### src/rtl/pipe_stage_elastic.sv
// ---------------------------------------------------------------------------
// pipe_stage_elastic
//   Elastic pipeline-stage register for the MIPS core's inter-stage boundaries
//   (IF/ID, ID/EX, EX/MEM, MEM/WB). It carries a data bundle and a control
//   bundle under a valid/ready handshake. A two-entry (main + skid) buffer
//   means in_ready depends only on registered state, plus flush and reset.
//   All state updates happen on the falling edge of clk.
//
// Parameters
//   DW          data bundle width
//   CW          control bundle width
//   CLEAR_DATA  1: data registers are zeroed on flush and when an entry drains
//               0: data registers keep their last value (control is still zeroed)
//
// Ports
//   clk        stage clock (falling-edge active)
//   reset      asynchronous, active-low reset
//   flush      synchronous bubble insert; drops every held entry
//   in_valid   upstream entry valid
//   in_ready   stage can accept this cycle
//   in_data    upstream data bundle
//   in_ctrl    upstream control bundle
//   out_valid  main entry valid
//   out_ready  downstream accepts this cycle
//   out_data   main entry data
//   out_ctrl   main entry control, forced to 0 whenever out_valid is 0
//
// Optional build macro: PIPE_STAGE_PERF_EN
//   When defined, two saturating 16-bit counters are added as outputs:
//   stall_cnt   cycles with in_valid=1 and in_ready=0
//   bubble_cnt  cycles with out_valid=0 while out of reset
//   Only reset clears them; flush leaves them alone.
// ---------------------------------------------------------------------------
module pipe_stage_elastic #(
    parameter int DW         = 32,
    parameter int CW         = 12,
    parameter bit CLEAR_DATA = 1'b1
) (
    input  logic          clk,
    input  logic          reset,
    input  logic          flush,
    input  logic          in_valid,
    output logic          in_ready,
    input  logic [DW-1:0] in_data,
    input  logic [CW-1:0] in_ctrl,
    output logic          out_valid,
    input  logic          out_ready,
    output logic [DW-1:0] out_data,
    output logic [CW-1:0] out_ctrl
`ifdef PIPE_STAGE_PERF_EN
    ,
    output logic [15:0]   stall_cnt,
    output logic [15:0]   bubble_cnt
`endif
);

    // The occupancy state is just the two valid bits. 2'b01 (skid valid with
    // main empty) cannot be reached.
    typedef enum logic [1:0] {
        EMPTY = 2'b00,
        ONE   = 2'b10,
        FULL  = 2'b11
    } stateT;

    logic          mainValid, mainValidNxt;
    logic [DW-1:0] mainData,  mainDataNxt;
    logic [CW-1:0] mainCtrl,  mainCtrlNxt;
    logic          skidValid, skidValidNxt;
    logic [DW-1:0] skidData,  skidDataNxt;
    logic [CW-1:0] skidCtrl,  skidCtrlNxt;

    stateT state;
    logic  accept;
    logic  pop;

    assign state = stateT'({mainValid, skidValid});

    // in_ready only looks at registered skid occupancy, so upstream never
    // sees a path through to out_ready.
    assign in_ready = reset & ~skidValid & ~flush;
    assign accept   = in_valid & in_ready;
    assign pop      = mainValid & out_ready;

    assign out_valid = mainValid;
    assign out_data  = mainData;
    // Control is already zeroed whenever main drains; gating here also keeps
    // downstream safe against any stale control bits.
    assign out_ctrl  = mainValid ? mainCtrl : '0;

    // Next-state / next-datapath logic.
    always_comb begin
        mainValidNxt = mainValid;
        mainDataNxt  = mainData;
        mainCtrlNxt  = mainCtrl;
        skidValidNxt = skidValid;
        skidDataNxt  = skidData;
        skidCtrlNxt  = skidCtrl;

        if (flush) begin
            // Bubble: both entries dropped. A coincident pop has already been
            // taken by downstream, so nothing is lost from its point of view.
            mainValidNxt = 1'b0;
            skidValidNxt = 1'b0;
            mainCtrlNxt  = '0;
            skidCtrlNxt  = '0;
            if (CLEAR_DATA) begin
                mainDataNxt = '0;
                skidDataNxt = '0;
            end
        end else begin
            case (state)
                EMPTY: begin
                    if (accept) begin
                        mainValidNxt = 1'b1;
                        mainDataNxt  = in_data;
                        mainCtrlNxt  = in_ctrl;
                    end
                end
                ONE: begin
                    if (accept && pop) begin
                        mainDataNxt = in_data;
                        mainCtrlNxt = in_ctrl;
                    end else if (accept) begin
                        // Downstream stalled: park the new entry in the skid.
                        skidValidNxt = 1'b1;
                        skidDataNxt  = in_data;
                        skidCtrlNxt  = in_ctrl;
                    end else if (pop) begin
                        mainValidNxt = 1'b0;
                        mainCtrlNxt  = '0;
                        if (CLEAR_DATA) mainDataNxt = '0;
                    end
                end
                FULL: begin
                    // in_ready is low here, so only a pop can move things.
                    if (pop) begin
                        mainDataNxt  = skidData;
                        mainCtrlNxt  = skidCtrl;
                        skidValidNxt = 1'b0;
                        skidCtrlNxt  = '0;
                        if (CLEAR_DATA) skidDataNxt = '0;
                    end
                end
                default: begin
                    // Unreachable 2'b01; fall back to a clean EMPTY.
                    mainValidNxt = 1'b0;
                    skidValidNxt = 1'b0;
                    mainCtrlNxt  = '0;
                    skidCtrlNxt  = '0;
                end
            endcase
        end
    end

    always_ff @(negedge clk or negedge reset) begin
        if (!reset) begin
            mainValid <= 1'b0;
            mainData  <= '0;
            mainCtrl  <= '0;
            skidValid <= 1'b0;
            skidData  <= '0;
            skidCtrl  <= '0;
        end else begin
            mainValid <= mainValidNxt;
            mainData  <= mainDataNxt;
            mainCtrl  <= mainCtrlNxt;
            skidValid <= skidValidNxt;
            skidData  <= skidDataNxt;
            skidCtrl  <= skidCtrlNxt;
        end
    end

`ifdef PIPE_STAGE_PERF_EN
    // Saturating counters: they stop at 16'hFFFF instead of wrapping.
    always_ff @(negedge clk or negedge reset) begin
        if (!reset) begin
            stall_cnt  <= '0;
            bubble_cnt <= '0;
        end else begin
            if (in_valid && !in_ready && stall_cnt != 16'hFFFF)
                stall_cnt <= stall_cnt + 16'd1;
            if (!mainValid && bubble_cnt != 16'hFFFF)
                bubble_cnt <= bubble_cnt + 16'd1;
        end
    end
`endif

endmodule

### config.mk
export PLATFORM = sky130hd
export DESIGN_NAME = pipe_stage_elastic
export DESIGN_NICKNAME = d
export VERILOG_FILES = /design/src/rtl/pipe_stage_elastic.sv
export SDC_FILE = /design/constraint.sdc
export NUM_CORES = 1
export LEC_CHECK = 0
export ABC_AREA = 1
export ABC_CLOCK_PERIOD_IN_PS = 2900
export BUFFER_PORTS_ARGS = -buffer_cell sky130_fd_sc_hd__buf_2
export CORE_UTILIZATION = 50
export DETAILED_ROUTE_END_ITERATION = 10
export HOLD_SLACK_MARGIN = 0.06
export PLACE_DENSITY = 0.74
export SLEW_MARGIN = 20
export SYNTH_ARGS = -nofsm -noshare
export SYNTH_HDL_FRONTEND = slang
export SYNTH_SLANG_ARGS = --single-unit
### constraint.sdc
create_clock -name clk -period 2.9 [get_ports clk]
set_input_delay 0.29 -clock clk [delete_from_list [all_inputs] [get_ports clk]]
set_output_delay 0.29 -clock clk [all_outputs]
set_load 0.05 [all_outputs]
==> summary.txt, run 1 <==
Logic synthesis
  – Synth Area in Adders: 0
  – Post-synthesis register bit count: 90
  – Syn_nets: approximately 700
  – Main combinational cell family by area after synthesis: simple AND/OR/NAND/NOR gates
  – Syn Std Cell Area: 4720 um2
  – Syn Inst Count: between 600 and 700
  – Yosys warns: 0
  – Post-Syn Area per Cell: approximately 7.3 um2
  – Area fraction in compound gates after synthesis: 0.00769
  – Sequential fraction of the synthesis area: 0.478
  – Multiplexer area fraction after synthesis: 0
  – Post-Synth Simple-Gate Area: 0.424
  – XOR/XNOR share of the synthesized area: 0
  – Yosys cell types: 26

Global route
  – First-pass GRT wire length: ~19 mm
  – Total Routing Usage GR: 0.239
  – Initial antenna violation count: 0
  – Global route overflow: 0
  – Largest net degree at the start of global routing: 92
  – Number of global-route vias before repair: 4137

Power
  – Worst VDD drop: 0.312 mV
  – LEAKAGE: approximately 3.4 nW
  – Power, Total: slightly above 3 mW
  – PD cells: 539 nW/um2

Placement
  – # port buffers: 94
  – Pre-CTS setup slack: -181 ps
  – GP Congestion: ~0.77
  – Placed Cells: between 800 and 900
  – Cell Area, Placed: 5380 um2
  – Detailed placement HPWL: 7.41 mm

Floorplanning
  – DIE AREA: roughly 10000 um2
  – Core area: about 9000 um2
  – Initial core utilization: 0.513
  – Num rows: 35
  – Die Height: slightly below 100 um
  – # IOs: 95
  – Die Wd: slightly below 100 um

Setup path
  – Worst flop-to-flop path startpoint: out_valid
  – Worst EP required: about 2600 ps
  – Critical Path AT: approximately 2700 ps
  – Worst setup SP type: flip-flop
  – Slowest-stage cell, CP: dfrtn_1
  – CP max FO: 7
  – CP endpoint kind: output port
  – CP Class: flip-flop to output port
  – Worst Path Buf+Inv: 3
  – Crit path from: out_valid
  – CP Cell Sequence: buf_6 > nand2_2 > clkinvlp_4 > buf_8
  – Worst path max stage delay: 440 ps
  – CP delay by family, top: flip-flops

Status
  – Outcome: finished, violations left
  – Failing checks: negative setup slack

Routing
  – DRC viols: 0
  – Final ANT Viol Nets: 0
  – DR vias/cell: 4.92
  – Post-Route WL: ~11 mm
  – Iteration-0 DRC count of the detailed router: 212
  – Pre-antenna DRT Iters: 5
  – Drt wl/cell: 12.8 um
  – DR vias: 4225

Job
  – Max_cap viols: 0

Clock network
  – Clock Latency Late Sink: 340 ps
  – H-tree Lvls: 3
  – CTS tree: yes
  – # clock sinks: 90
  – Root Driver: clkbuf_8
  – Reg clk slew, reported paths: about 60 ps
  – Clk buf depth: 2
  – CTS Buf Count: 9
  – Hold Buf Count CTS: 0

Timing
  – RSZ-0062 raised after global routing: yes
  – Final setup viols: 12
  – Final WS setup: -65.9 ps
  – Final hold vios: 0
  – Worst-Margin Slew: a little under 900 ps
  – Worst clock skew: between 7 and 8 ps
  – Final max-slew violation count: 0
  – Normalized max-slew margin: 0.404

Cells and area
  – Share of cells above drive strength 1: 0.269
  – Final core utilization: 0.629
  – Post-layout nets: ~790
  – Diode count: 0
  – Post-route insts no fill: between 800 and 900
  – Fin area: 5780 um2
  – Fillcell total: between 800 and 900
  – Layout area overhead: 22.7%

Worst hold path
  – Worst hold-check path type: flip-flop to flip-flop
  – Hold Startpoint: skidCtrl[8]
==> synth_stat cells <==
cell type,count,area [um2]
a21oi_1,1,5.00
o21a_1,1,7.51
nand3_4,1,17.5
o31ai_1,1,7.51
or2_4,1,8.76
nand2_2,32,200
buf_12,3,60.1
buf_4,4,30.0
nor2_4,1,11.3
nand2_1,344,1290
buf_2,16,80.1
clkbuf_1,10,37.5
nor2_1,35,131
buf_6,3,33.8
nor3b_1,1,7.51
a21oi_4,1,16.3
nor2_2,2,12.5
dfrtn_1,90,2250
nor2_8,1,20.0
nand2_8,1,20.0
nand3_1,35,175
clkinv_1,1,3.75
nand2_4,1,11.3
inv_1,49,184
nor3_2,1,10.0
nand4_1,13,81.3
==> path summary, 6_finish.rpt <==
path / end / slack, ps / cells past startpoint
worst max register to register: out_data[28] / 940 / 9
min in group asynchronous: mainCtrl[7] / 1380 / 2
worst min register to register: skidCtrl[8] / 420 / 2
max in group asynchronous: skidData[30] / 1120 / 2
worst max-delay path: out_ctrl[4] / -70 / 4
worst min-delay path: skidCtrl[8] / 420 / 2
==> through the flow <==
stage,TNS [ps],hold WS [ps]
6_report,-659,419
5_1_grt,-1520,437
4_1_cts,-667,421
3_5_place_dp,-5990,420
3_3_place_gp,-2590,414
2_1_floorplan,-1360,403
==> cells in the final DEF, fill, tap and decap left out, types with 2 or more instances in the layout <==
cell	synthesis	routed
buf_12	3	6
buf_2	16	79
buf_4	4	20
buf_6	3	2
buf_8	0	12
bufinv_16	0	2
clkbuf_8	0	9
clkinvlp_4	0	13
dfrtn_1	90	90
inv_1	49	37
nand2_1	344	332
nand2_2	32	43
nand2_4	1	2
nand3_1	35	35
nand4_1	13	13
nor2_1	35	35
nor2_2	2	2
==> kinds of logic (layout without fill, tap and decap cells) <==
| group | count (synthesis) | count (layout) |
|---|---|---|
| AO/OA/AOI/OAI | 4 | 4 |
| buffers and inverters | 86 | 185 |
| flip-flops | 90 | 90 |
| AND/OR/NAND/NOR | 469 | 469 |
==> power breakdown <==
group	switching, mW	internal, mW
combinational	0.494	0.207
clock	0.460	0.489
sequential	0.0780	1.39
total	1.03	2.09
==> metal layers <==
layer	GRT usage	vias to the layer above	wire length (um)
met1	0.309	1964	5040
met2	0.406	111	5340
met4	0.0984	0	195
li1	-	2134	-
met5	0	-	0
met3	0.0337	16	449
==> worst register-to-register path: cells and delay by family, from the launching register on <==
family                 cells  cell delay [ps]
DFF                        1              370
and+or+nand+nor            5              350
buffers and inverters      4             1080
==> flip-flops by register name, indices dropped and copies added, names as in the netlist <==
register   flops
skidCtrl      12
skidValid      1
skidData      32
out_valid      1
out_data      32
mainCtrl      12
==> area by class of cell <==
| class | instances | area, um2 | share of cell area |
|---|---|---|---|
| clock buffer | 10 | 128 | 0.0221 |
| clock inverter | 6 | 90.1 | 0.0156 |
| inverter | 50 | 233 | 0.0402 |
| multi-input combinational | 473 | 2070 | 0.359 |
| sequential | 90 | 2250 | 0.389 |
| tap | 111 | 139 | 0.0240 |
| timing repair buffer | 119 | 868 | 0.150 |
==> timing repair <==
item | CTS | global route
setup buffers | 2 | 0
pin swaps | 0 | 0
setup endpoints to repair | 14 | 13
gates resized for setup | 49 | 6
Power figures use the tool's default switching activity.
==> inputs of run 2 (changes only) <==
--- a/config.mk
+++ b/config.mk
@@ -5,13 +5,12 @@
 export SDC_FILE = /design/constraint.sdc
 export NUM_CORES = 1
 export LEC_CHECK = 0
-export ABC_AREA = 1
 export ABC_CLOCK_PERIOD_IN_PS = 2900
 export BUFFER_PORTS_ARGS = -buffer_cell sky130_fd_sc_hd__buf_2
 export CORE_UTILIZATION = 50
 export DETAILED_ROUTE_END_ITERATION = 10
 export HOLD_SLACK_MARGIN = 0.06
-export PLACE_DENSITY = 0.74
+export PLACE_DENSITY = 0.75
 export SLEW_MARGIN = 20
 export SYNTH_ARGS = -nofsm -noshare
 export SYNTH_HDL_FRONTEND = slang
==> summary.txt, run 2 <==
Setup path
  – R2R depth: 7 (-2)
  – CP delay by family, top: flip-flops
  – Worst EP required: 2610 ps (about the same)
  – Crit path from: out_valid
  – R2r endpoint: mainCtrl[4]
  – CP Class: flip-flop to output port
  – Critical Path AT: 2680 ps (about the same)
  – Worst path max stage delay: 430 ps (about the same)
  – Flop2flop setup slack: 700 ps (-240 ps)
  – Slowest-stage cell, CP: dfrtn_1
  – Worst setup endpoint: out_ctrl[0]
  – Worst Path Buf+Inv: 2 (-1)
  – Critical path depth: 3 (-1)
  – Most frequent CP cell: buf_6
  – Worst flop-to-flop path startpoint: out_valid
  – CP endpoint kind: output port
  – CP max FO: 11 (+4)
  – Worst setup SP type: flip-flop
  – CP Cell Sequence: buf_6 > and2_2 > buf_6

Logic synthesis
  – Syn Inst Count: 370 (-43%)
  – Post-Syn Area per Cell: 11.0 um2 (+52%)
  – Yosys cell types: 26 (unchanged)
  – Top post-synthesis cells by count: dfrtn_1, a22o_1, nand2_1
  – Syn Std Cell Area: 4080 um2 (-14%)
  – Post-synthesis register bit count: 90 (unchanged)
  – Syn_nets: 419 (-40%)
  – Most used DFF post-synth: dfrtn_1
  – Yosys warns: 0 (unchanged)
  – Leading area contributor after synthesis: dfrtn_1
  – Most frequent cell after synthesis: dfrtn_1
  – Post-synth EDFFs: 0 (unchanged)
  – Sequential fraction of the synthesis area: 0.552 (+0.0747)
  – Top-area cell type share of the netlist area: 0.552 (+0.0747)
  – Fraction of registers with async set/reset: 1.00 (unchanged)
  – Top cells by area, synth: dfrtn_1, a22o_1, a221oi_1, nor2b_1, o21ai_1

Floorplanning
  – DIE AREA: 8520 um2 (-13%)
  – Core area: 7810 um2 (-15%)
  – Initial core utilization: 0.522 (+0.00949)
  – # IOs: 95 (unchanged)
  – Die Height: 92.3 um (-6.9%)
  – Num rows: 32 (-8.6%)
  – Die Wd: 92.3 um (-6.9%)

Cells and area
  – Final core utilization: 0.663 (+0.0342)
  – Diode count: 0 (unchanged)
  – Most frequent cells in the layout: dfrtn_1, buf_2, a22o_1
  – Share of cells above drive strength 1: 0.338 (+0.0695)
  – Commonest non-fill, non-tap cell in the layout: dfrtn_1
  – Post-layout nets: 517 (-35%)
  – Layout area overhead: 27.0%
  – Fin area: 5180 um2 (-10%)

Global route
  – Met3 usage: 0.0443 (+0.0106)
  – Global route overflow: 0 (unchanged)
  – Busiest grt layer: met2
  – Total Routing Usage GR: 0.254 (+0.0152)
  – Largest net degree at the start of global routing: 75 (-18%)
  – First-pass GRT wire length: 16.7 mm (-11%)
  – Met1 Resource Use GR: 0.357 (+0.0480)
  – Grt met2 use: 0.388 (-0.0173)
  – Initial antenna violation count: 0 (unchanged)
  – Number of global-route vias before repair: 3338 (-19%)

Status
  – Outcome: finished, violations left
  – Failing checks: negative setup slack

Power
  – Power, Total: 2.75 mW (-12%)
  – Worst VDD drop: 0.248 mV (-21%)
  – PD cells: 532 nW/um2 (-1.3%)
  – LEAKAGE: 2.49 nW (-27%)

Clock network
  – Hold Buf Count CTS: 0 (unchanged)
  – Root Driver: clkbuf_8
  – Clock Latency Late Sink: 340 ps (about the same)
  – Reg clk slew, reported paths: 60 ps (about the same)
  – CTS Buf Count: 9 (unchanged)
  – # clock sinks: 90 (unchanged)
  – H-tree Lvls: 3 (unchanged)
  – CTS tree: yes
  – Clk buf depth: 2 (unchanged)

Placement
  – Cell Area, Placed: 4800 um2 (-11%)
  – # port buffers: 94 (unchanged)
  – Pre-CTS setup slack: -344 ps (-163 ps)
  – Detailed placement HPWL: 6.20 mm (-16%)
  – GP Congestion: 0.811 (+5.1%)

Routing
  – Pre-antenna DRT Iters: 4 (-1)
  – Drt wl/cell: 18.0 um (+40%)
  – Post-Route WL: 10.4 mm (-6.1%)
  – Final ANT Viol Nets: 0 (unchanged)
  – DRC viols: 0 (unchanged)
  – Iteration-0 DRC count of the detailed router: 224 (+5.7%)
  – DR vias/cell: 5.93 (+21%)
  – DR vias: 3411 (-19%)

Timing
  – RSZ-0062 raised after global routing: yes
  – Final WS setup: -71.8 ps (-5.85 ps)
  – Worst clock skew: 8.77 ps (+1.19 ps)
  – Final max-slew violation count: 0 (unchanged)
  – Final hold vios: 0 (unchanged)
  – Final setup viols: 13 (+1)
  – Worst-Margin Slew: 933 ps (+42.6 ps)
  – Sum of negative setup slack: -687 ps (-28.2 ps)
  – Normalized max-slew margin: 0.378 (-0.0262)

Job
  – Max_cap viols: 0 (unchanged)

Worst hold path
  – Worst hold-check path type: flip-flop to flip-flop
## run 2: cell types whose count changed after synthesis, moves of 14 or more
| cell | delta |
|---|---|
| nor2_1 | -31 |
| nand2_1 | -308 |
| and2_1 | +14 |
| a22o_1 | +56 |
| a221oi_1 | +31 |
| a21oi_1 | +16 |
| nand2_2 | -32 |
| o21ai_1 | +29 |
| nor2b_1 | +31 |
| nand3_1 | -35 |
| inv_1 | -49 |
## run 2: worst min-delay path by stage
stage,startpoint,end,depth (start not counted)
after floorplan,mainCtrl[0],mainCtrl[0],1
after global placement,out_data[11],out_data[11],2
after detailed placement,mainCtrl[11],mainCtrl[11],1
after CTS,out_data[15],out_data[15],2
after global routing,out_data[11],out_data[11],2
final,out_data[11],out_data[11],2
## run 2: layout make-up
cell class              count  area [um2]
fillers                   653        2630
repair buffers            120         853
flip-flops and latches     90        2250
multi-input cells         247        1740
well taps                 102         128
clock inverters             3        21.3
clock buffers              13         179
## run 2: routing by layer
metal / up-vias / part of all wire
met1: 1702 / 0.44
li1: 1584 / -
met3: 15 / 0.058
met4: 0 / 0.015
met5: - / 0
met2: 110 / 0.49
## run 2: metrics by stage
stage | instances | hold slack [ps]
floorplan | 370 | 409
global placement | 553 | 422
detailed placement | 553 | 429
CTS | 570 | 431
global route | 575 | 441
finish | 575 | 423
## run 2: worst reg2reg max path: stages (launching register included)
cell	delay (ps)
dfrtn_1	430
buf_6	160
buf_4	120
buf_4	240
and2_2	770
a22o_1	280
a21oi_1	50
o2bb2ai_1	170
## run 2: power breakdown
part | switching [mW] | total, mW | internal, mW | leakage [nW]
Sequential | 0.0352 | 1.36 | 1.33 | 1.22
Combinational | 0.374 | 0.547 | 0.173 | 1.17
Clock | 0.438 | 0.844 | 0.406 | 0.102
Total | 0.847 | 2.75 | 1.91 | 2.49
## run 2: timing repair
item                                    CTS  global route
cloned                                    0             1
endpoints found under the setup margin   14            53
hold endpoints to repair                  0             0
gates resized for setup                  37             3
buffers inserted                          1             4
pin swaps                                 2             3
## run 2: logic make-up after synthesis
family | Yosys count | synth area share
AO/OA/AOI/OAI | 151 | 0.280
flip-flops | 90 | 0.552
buffers and inverters | 34 | 0.0393
AND/OR/NAND/NOR | 95 | 0.129
